--- src/rtl/button_event_decoder_pkg.sv ---
`default_nettype none
// ============================================================================
//  Package   : button_event_pkg
//  Purpose   : Shared state encoding and default timing constants for the
//              button event decoder.
//  Contents  : state_t   - decoder FSM states (IDLE / PRESS / HOLD)
//              DEFAULT_* - default parameter values for the decoder top
//  Revision  : 1.0 - initial release
// ============================================================================
package button_event_pkg;

   typedef enum logic [1:0] {
      IDLE  = 2'd0,
      PRESS = 2'd1,
      HOLD  = 2'd2
   } state_t;

   localparam int DEFAULT_LONG_TICKS   = 8;
   localparam int DEFAULT_REPEAT_TICKS = 4;
   localparam int DEFAULT_CNT_W        = 8;

endpackage : button_event_pkg
`default_nettype wire

--- src/rtl/button_event_decoder_edge_detect.sv ---
`default_nettype none
// ============================================================================
//  Module    : edge_detect
//  Purpose   : Registers one sample of a synchronous level and flags rising
//              and falling transitions between consecutive clk samples.
//  Ports     : clk  - system clock (rising edge)
//              rst  - asynchronous active-high reset, clears the history
//              d    - level to watch (already in the clk domain)
//              rise - high while d = 1 and the previous sample was 0
//              fall - high while d = 0 and the previous sample was 1
//  Revision  : 1.0 - initial release
// ============================================================================
module edge_detect (
   input  logic clk,
   input  logic rst,
   input  logic d,
   output logic rise,
   output logic fall
);

   logic d_q;

   // History clears to 0, so a level already high at reset release is
   // reported as a fresh rising edge on the first clk edge.
   always_ff @(posedge clk or posedge rst) begin
      if (rst) begin
         d_q <= 1'b0;
      end else begin
         d_q <= d;
      end
   end

   assign rise = d & ~d_q;
   assign fall = ~d & d_q;

endmodule : edge_detect
`default_nettype wire

--- src/rtl/button_event_decoder.sv ---
`default_nettype none
// ============================================================================
//  Module    : button_event_decoder
//  Purpose   : Turns a debounced button level into press / release /
//              long-press / auto-repeat pulses plus a held level. Timing is
//              counted in ticks of a divided clock sampled as data.
//  Ports     : clk          - system clock (rising edge)
//              rst          - asynchronous active-high reset
//              clock_div_i  - divided clock, sampled as data; 0->1 = tick
//              in_i         - debounced button level, 1 = pressed
//              press_o      - one-clk pulse on press
//              release_o    - one-clk pulse on release
//              long_press_o - one-clk pulse when a press becomes long
//              repeat_o     - one-clk auto-repeat pulse while held
//              held_o       - level, high while in HOLD
//  Revision  : 1.0 - initial release
// ============================================================================
module button_event_decoder
   import button_event_pkg::*;
#(
   parameter int LONG_TICKS   = DEFAULT_LONG_TICKS,
   parameter int REPEAT_TICKS = DEFAULT_REPEAT_TICKS,
   parameter int CNT_W        = DEFAULT_CNT_W
) (
   input  logic clk,
   input  logic rst,
   input  logic clock_div_i,
   input  logic in_i,
   output logic press_o,
   output logic release_o,
   output logic long_press_o,
   output logic repeat_o,
   output logic held_o
);

   localparam logic [CNT_W-1:0] c_long_ticks   = CNT_W'(LONG_TICKS);
   localparam logic [CNT_W-1:0] c_repeat_ticks = CNT_W'(REPEAT_TICKS);
   localparam logic [CNT_W-1:0] c_one          = CNT_W'(1);

   logic w_in_rise;
   logic w_in_fall;
   logic w_tick;
   logic w_div_fall_unused;

   state_t           state_q, state_d;
   logic [CNT_W-1:0] cnt_q, cnt_d;
   logic [CNT_W-1:0] w_cnt_inc;
   logic             press_q, press_d;
   logic             release_q, release_d;
   logic             long_press_q, long_press_d;
   logic             repeat_q, repeat_d;
   logic             held_q, held_d;

   edge_detect u_in_edge (
      .clk  (clk),
      .rst  (rst),
      .d    (in_i),
      .rise (w_in_rise),
      .fall (w_in_fall)
   );

   edge_detect u_div_edge (
      .clk  (clk),
      .rst  (rst),
      .d    (clock_div_i),
      .rise (w_tick),
      .fall (w_div_fall_unused)
   );

   assign w_cnt_inc = cnt_q + c_one;

   // Next-state / output decode. Every output is computed here and then
   // registered, so each pulse appears on the edge that samples its cause.
   // Release is tested before the tick so that a simultaneous release
   // suppresses long_press / repeat and clears the counter.
   always_comb begin
      state_d      = state_q;
      cnt_d        = cnt_q;
      press_d      = 1'b0;
      release_d    = 1'b0;
      long_press_d = 1'b0;
      repeat_d     = 1'b0;

      case (state_q)
         IDLE: begin
            // Ticks are ignored here; the counter is held at zero.
            cnt_d = '0;
            if (w_in_rise) begin
               press_d = 1'b1;
               state_d = PRESS;
            end
         end

         PRESS: begin
            if (w_in_fall) begin
               release_d = 1'b1;
               cnt_d     = '0;
               state_d   = IDLE;
            end else if (w_tick) begin
               if (w_cnt_inc == c_long_ticks) begin
                  long_press_d = 1'b1;
                  cnt_d        = '0;
                  state_d      = HOLD;
               end else begin
                  cnt_d = w_cnt_inc;
               end
            end
         end

         HOLD: begin
            if (w_in_fall) begin
               release_d = 1'b1;
               cnt_d     = '0;
               state_d   = IDLE;
            end else if (w_tick) begin
               if (w_cnt_inc == c_repeat_ticks) begin
                  repeat_d = 1'b1;
                  cnt_d    = '0;
               end else begin
                  cnt_d = w_cnt_inc;
               end
            end
         end

         default: begin
            state_d = IDLE;
            cnt_d   = '0;
         end
      endcase

      // Registered copy of the upcoming state, so held tracks HOLD exactly.
      held_d = (state_d == HOLD);
   end

   always_ff @(posedge clk or posedge rst) begin
      if (rst) begin
         state_q      <= IDLE;
         cnt_q        <= '0;
         press_q      <= 1'b0;
         release_q    <= 1'b0;
         long_press_q <= 1'b0;
         repeat_q     <= 1'b0;
         held_q       <= 1'b0;
      end else begin
         state_q      <= state_d;
         cnt_q        <= cnt_d;
         press_q      <= press_d;
         release_q    <= release_d;
         long_press_q <= long_press_d;
         repeat_q     <= repeat_d;
         held_q       <= held_d;
      end
   end

   assign press_o      = press_q;
   assign release_o    = release_q;
   assign long_press_o = long_press_q;
   assign repeat_o     = repeat_q;
   assign held_o       = held_q;

endmodule : button_event_decoder
`default_nettype wire

--- config.mk ---
export PLATFORM = sky130hd
export DESIGN_NAME = button_event_decoder
export DESIGN_NICKNAME = d
export VERILOG_FILES = /design/src/rtl/button_event_decoder_pkg.sv /design/src/rtl/button_event_decoder_edge_detect.sv /design/src/rtl/button_event_decoder.sv
export SDC_FILE = /design/constraint.sdc
export NUM_CORES = 1
export LEC_CHECK = 0
export ABC_AREA = 1
export ABC_CLOCK_PERIOD_IN_PS = 1500
export BUFFER_PORTS_ARGS = -buffer_cell sky130_fd_sc_hd__buf_2
export CAP_MARGIN = 15
export CORE_MARGIN = 2
export CORE_UTILIZATION = 50
export DETAILED_ROUTE_END_ITERATION = 7
export MAX_ROUTING_LAYER = met4
export PLACE_DENSITY_LB_ADDON = 0.3
export SLEW_MARGIN = 40
export SYNTH_ARGS = -nofsm -noshare
export SYNTH_HDL_FRONTEND = slang
export SYNTH_SLANG_ARGS = --single-unit
--- constraint.sdc ---
create_clock -name clk -period 1.5 [get_ports clk]
set_input_delay 0.225 -clock clk [delete_from_list [all_inputs] [get_ports clk]]
set_output_delay 0.225 -clock clk [all_outputs]
set_load 0.05 [all_outputs]
==> summary.txt <==
Run status
  – Status: finished with violations
  – Failing checks: negative hold slack, negative setup slack

Placed design
  – Dpl hpwl: 1580 um
  – Port Buf Inserts: 8
  – RD Place Congestion: 0.821
  – Cells after DPL: 176

Logic synthesis
  – Gate Count Post-Synth: 130
  – Count leader, synth: nand2_1
  – Synth cell types: 22
  – Synth top area share: 0.427
  – Top cells by area, synth: dfrtp_1, nand2_1, inv_1
  – Synthesized Nets: 140
  – Yosys top cell by area: dfrtp_1
  – Number of synthesized flops with an enable pin: 0
  – Top_reg_cell synth: dfrtp_1
  – Sequential area share after synthesis: 0.427
  – Synth Warn #: 0
  – Flops & latches, synth: 17
  – Synth top cells by count: nand2_1, inv_1, nor2_1
  – Syn avg cell area: 7.67 sq um
  – Area of the mapped netlist: 997 sq um
  – Synth async-reset ratio: 1.00

Timing
  – Rel. slew slack: 0.548
  – WHS: -0.00873 ns
  – Ratio of final minimum period to clock period: 1.14
  – FMAX: 584 MHz
  – Measured slew at the worst slew-check pin: 0.678 ns
  – Pins Over Slew Limit: 0
  – Final worst slack: -0.211 ns
  – Final Hold Fails: 14
  – Final setup violation count: 13
  – Setup TNS: -1.82 ns
  – Fin crit period: 1.71 ns
  – Worst Clk Skew: 0.00774 ns
  – Unrepaired setup endpoints after global routing: true

Route
  – Met3 wire length: 65 um
  – DRC: 0
  – Vias: 962
  – Drt via density: 5.06
  – Final ANT Viol Nets: 0
  – Pre-antenna DRT Iters: 4
  – Average wire per standard cell: 13.3 um
  – WL final: 2530 um
  – Wire length on met1: 1020 um
  – WL met2: 1370 um
  – Violation count after the first detailed-route iteration: 11
  – Highest metal used: met4

Floorplanning
  – Die X: 48.7 um
  – Die Y: 48.7 um
  – Core area: 1920 sq um
  – Die Area: 2370 sq um
  – Row count: 16
  – Starting Density: 0.519
  – # IOs: 9

Flow run
  – Max_cap viols: 0

Power and ir drop
  – PwrDens: 1050 nW/um^2
  – Max IR drop VDD: 0.894 mV
  – Lkg Pwr: 0.693 nW

Setup path
  – CP Class: reg -> reg
  – Setup crit end kind: flop
  – Maximum fanout along the worst path: 4
  – WP data arrival: 1.92 ns
  – Required time worst endpoint: 1.71 ns
  – Worst R2R Setup Slack: -0.21 ns
  – CP startpoint kind: flop

Global route
  – First-pass GRT wire length: 3880 um
  – GRT Residual Overflow: 0
  – Initial antenna violation count: 0
  – Largest net degree at the start of global routing: 18
  – All-Layer GR Usage: 0.221
  – Vias in the first global route: 882

Clock tree
  – Htree depth: 1
  – Clock-pin slew on the worst setup and hold paths: 0.11 ns
  – CTS Sinks: 17
  – Hold_buf cts: 0
  – Clock Tree Buf Depth: 2
  – Worst-Skew Late Latency: 0.31 ns
  – CTS tree: built
  – Root Buffer: clkbuf_4
  – Total CTS buffers: 3

Cells and area
  – Nets@finish: 174
  – Non-filler instance count after layout: 190
  – # diodes: 0
  – Layout cells sized above 1: 0.454
  – Area grow syn2layout: 40.0%

Hold path
  – Hold Path Class: in -> async
==> logic make-up after synthesis <==
logic type / Yosys count / synth area share
xor gates and xnor gates: 2 / 0.0176
buffers and inverters: 22 / 0.0828
AOI/OAI and AO/OA: 11 / 0.0652
and+or+nand+nor: 72 / 0.332
DFF: 17 / 0.427
adders and majority gates: 6 / 0.0753
==> state kept, by name (all words and copies together), names as in the netlist <==
register,flops
held_o,1
release_o,1
state_q,2
repeat_o,1
press_o,1
u_in_edge.d_q,1
long_press_o,1
cnt_q,8
u_div_edge.d_q,1
==> per-stage QoR <==
step	worst slack (ns)	utilization	cell area [sq um]	power, mW
after floorplan	-0.0193	-	1010	0.819
after global placement	-0.0962	0.605	1160	0.937
after detailed placement	-0.120	0.605	1160	0.954
after CTS	-0.0902	0.650	1250	1.26
after global routing	-0.317	0.727	1400	1.55
final	-0.211	0.727	1400	1.47
==> critical path: stages, from the launching register on <==
cell     delay [ns]
dfrtp_1        0.46
ha_4           0.20
buf_4          0.11
nand4_1        0.10
nand2_2        0.11
nand3_2        0.11
nor2_4         0.16
nand2_2        0.08
nand2_2        0.10
nand2_4        0.07
nand2_1        0.06
o21ai_1        0.06
==> cell type report <==
| cell class | count | area (sq um) |
|---|---|---|
| clock buffers | 3 | 22.5 |
| flip-flops and latches | 17 | 430 |
| fillers | 161 | 526 |
| well taps | 27 | 33.8 |
| multi-input cells | 91 | 606 |
| inverters | 22 | 86.3 |
| repair buffers | 29 | 213 |
| clock inverters | 1 | 5.00 |
==> routing by layer <==
metal  vias up  track usage
met4         0        0.133
met1       454        0.262
met5         -            -
li1        469            -
met3        11       0.0278
met2        28        0.361
==> placed cells by master (no fill, tap or decap), types with 4 or more instances in the layout <==
| cell | Yosys | routed |
|---|---|---|
| buf_4 | 0 | 17 |
| inv_1 | 21 | 17 |
| nand2_1 | 35 | 27 |
| inv_2 | 1 | 4 |
| buf_2 | 0 | 8 |
| buf_6 | 0 | 4 |
| dfrtp_2 | 0 | 4 |
| dfrtp_1 | 17 | 13 |
| nor2_2 | 2 | 5 |
| nor2_1 | 18 | 14 |
| nand2_2 | 5 | 12 |
==> report_power, final <==
group	internal, mW	switching, mW	total (mW)
clock	0.0998	0.168	0.268
combinational	0.293	0.370	0.663
sequential	0.499	0.0401	0.540
total	0.893	0.578	1.47
==> repair_timing <==
action                     4_1_cts  5_1_grt
setup endpoints to repair       13       13
resized for setup               10       25
setup buffers                    3        7
pin swaps                        2       13
cloned                           0        0
==> path summary, 6_finish.rpt <==
path,from,to,cells after the start
min in group clk,clock_div_i,u_div_edge.d_q,1
min,rst,cnt_q[4],2
max reg2reg,cnt_q[0],cnt_q[6],11
max in group asynchronous,rst,cnt_q[2],2
max,cnt_q[0],cnt_q[6],11
min reg2reg,u_in_edge.d_q,press_o,3
No activity file was read; power rests on OpenSTA's default activity.
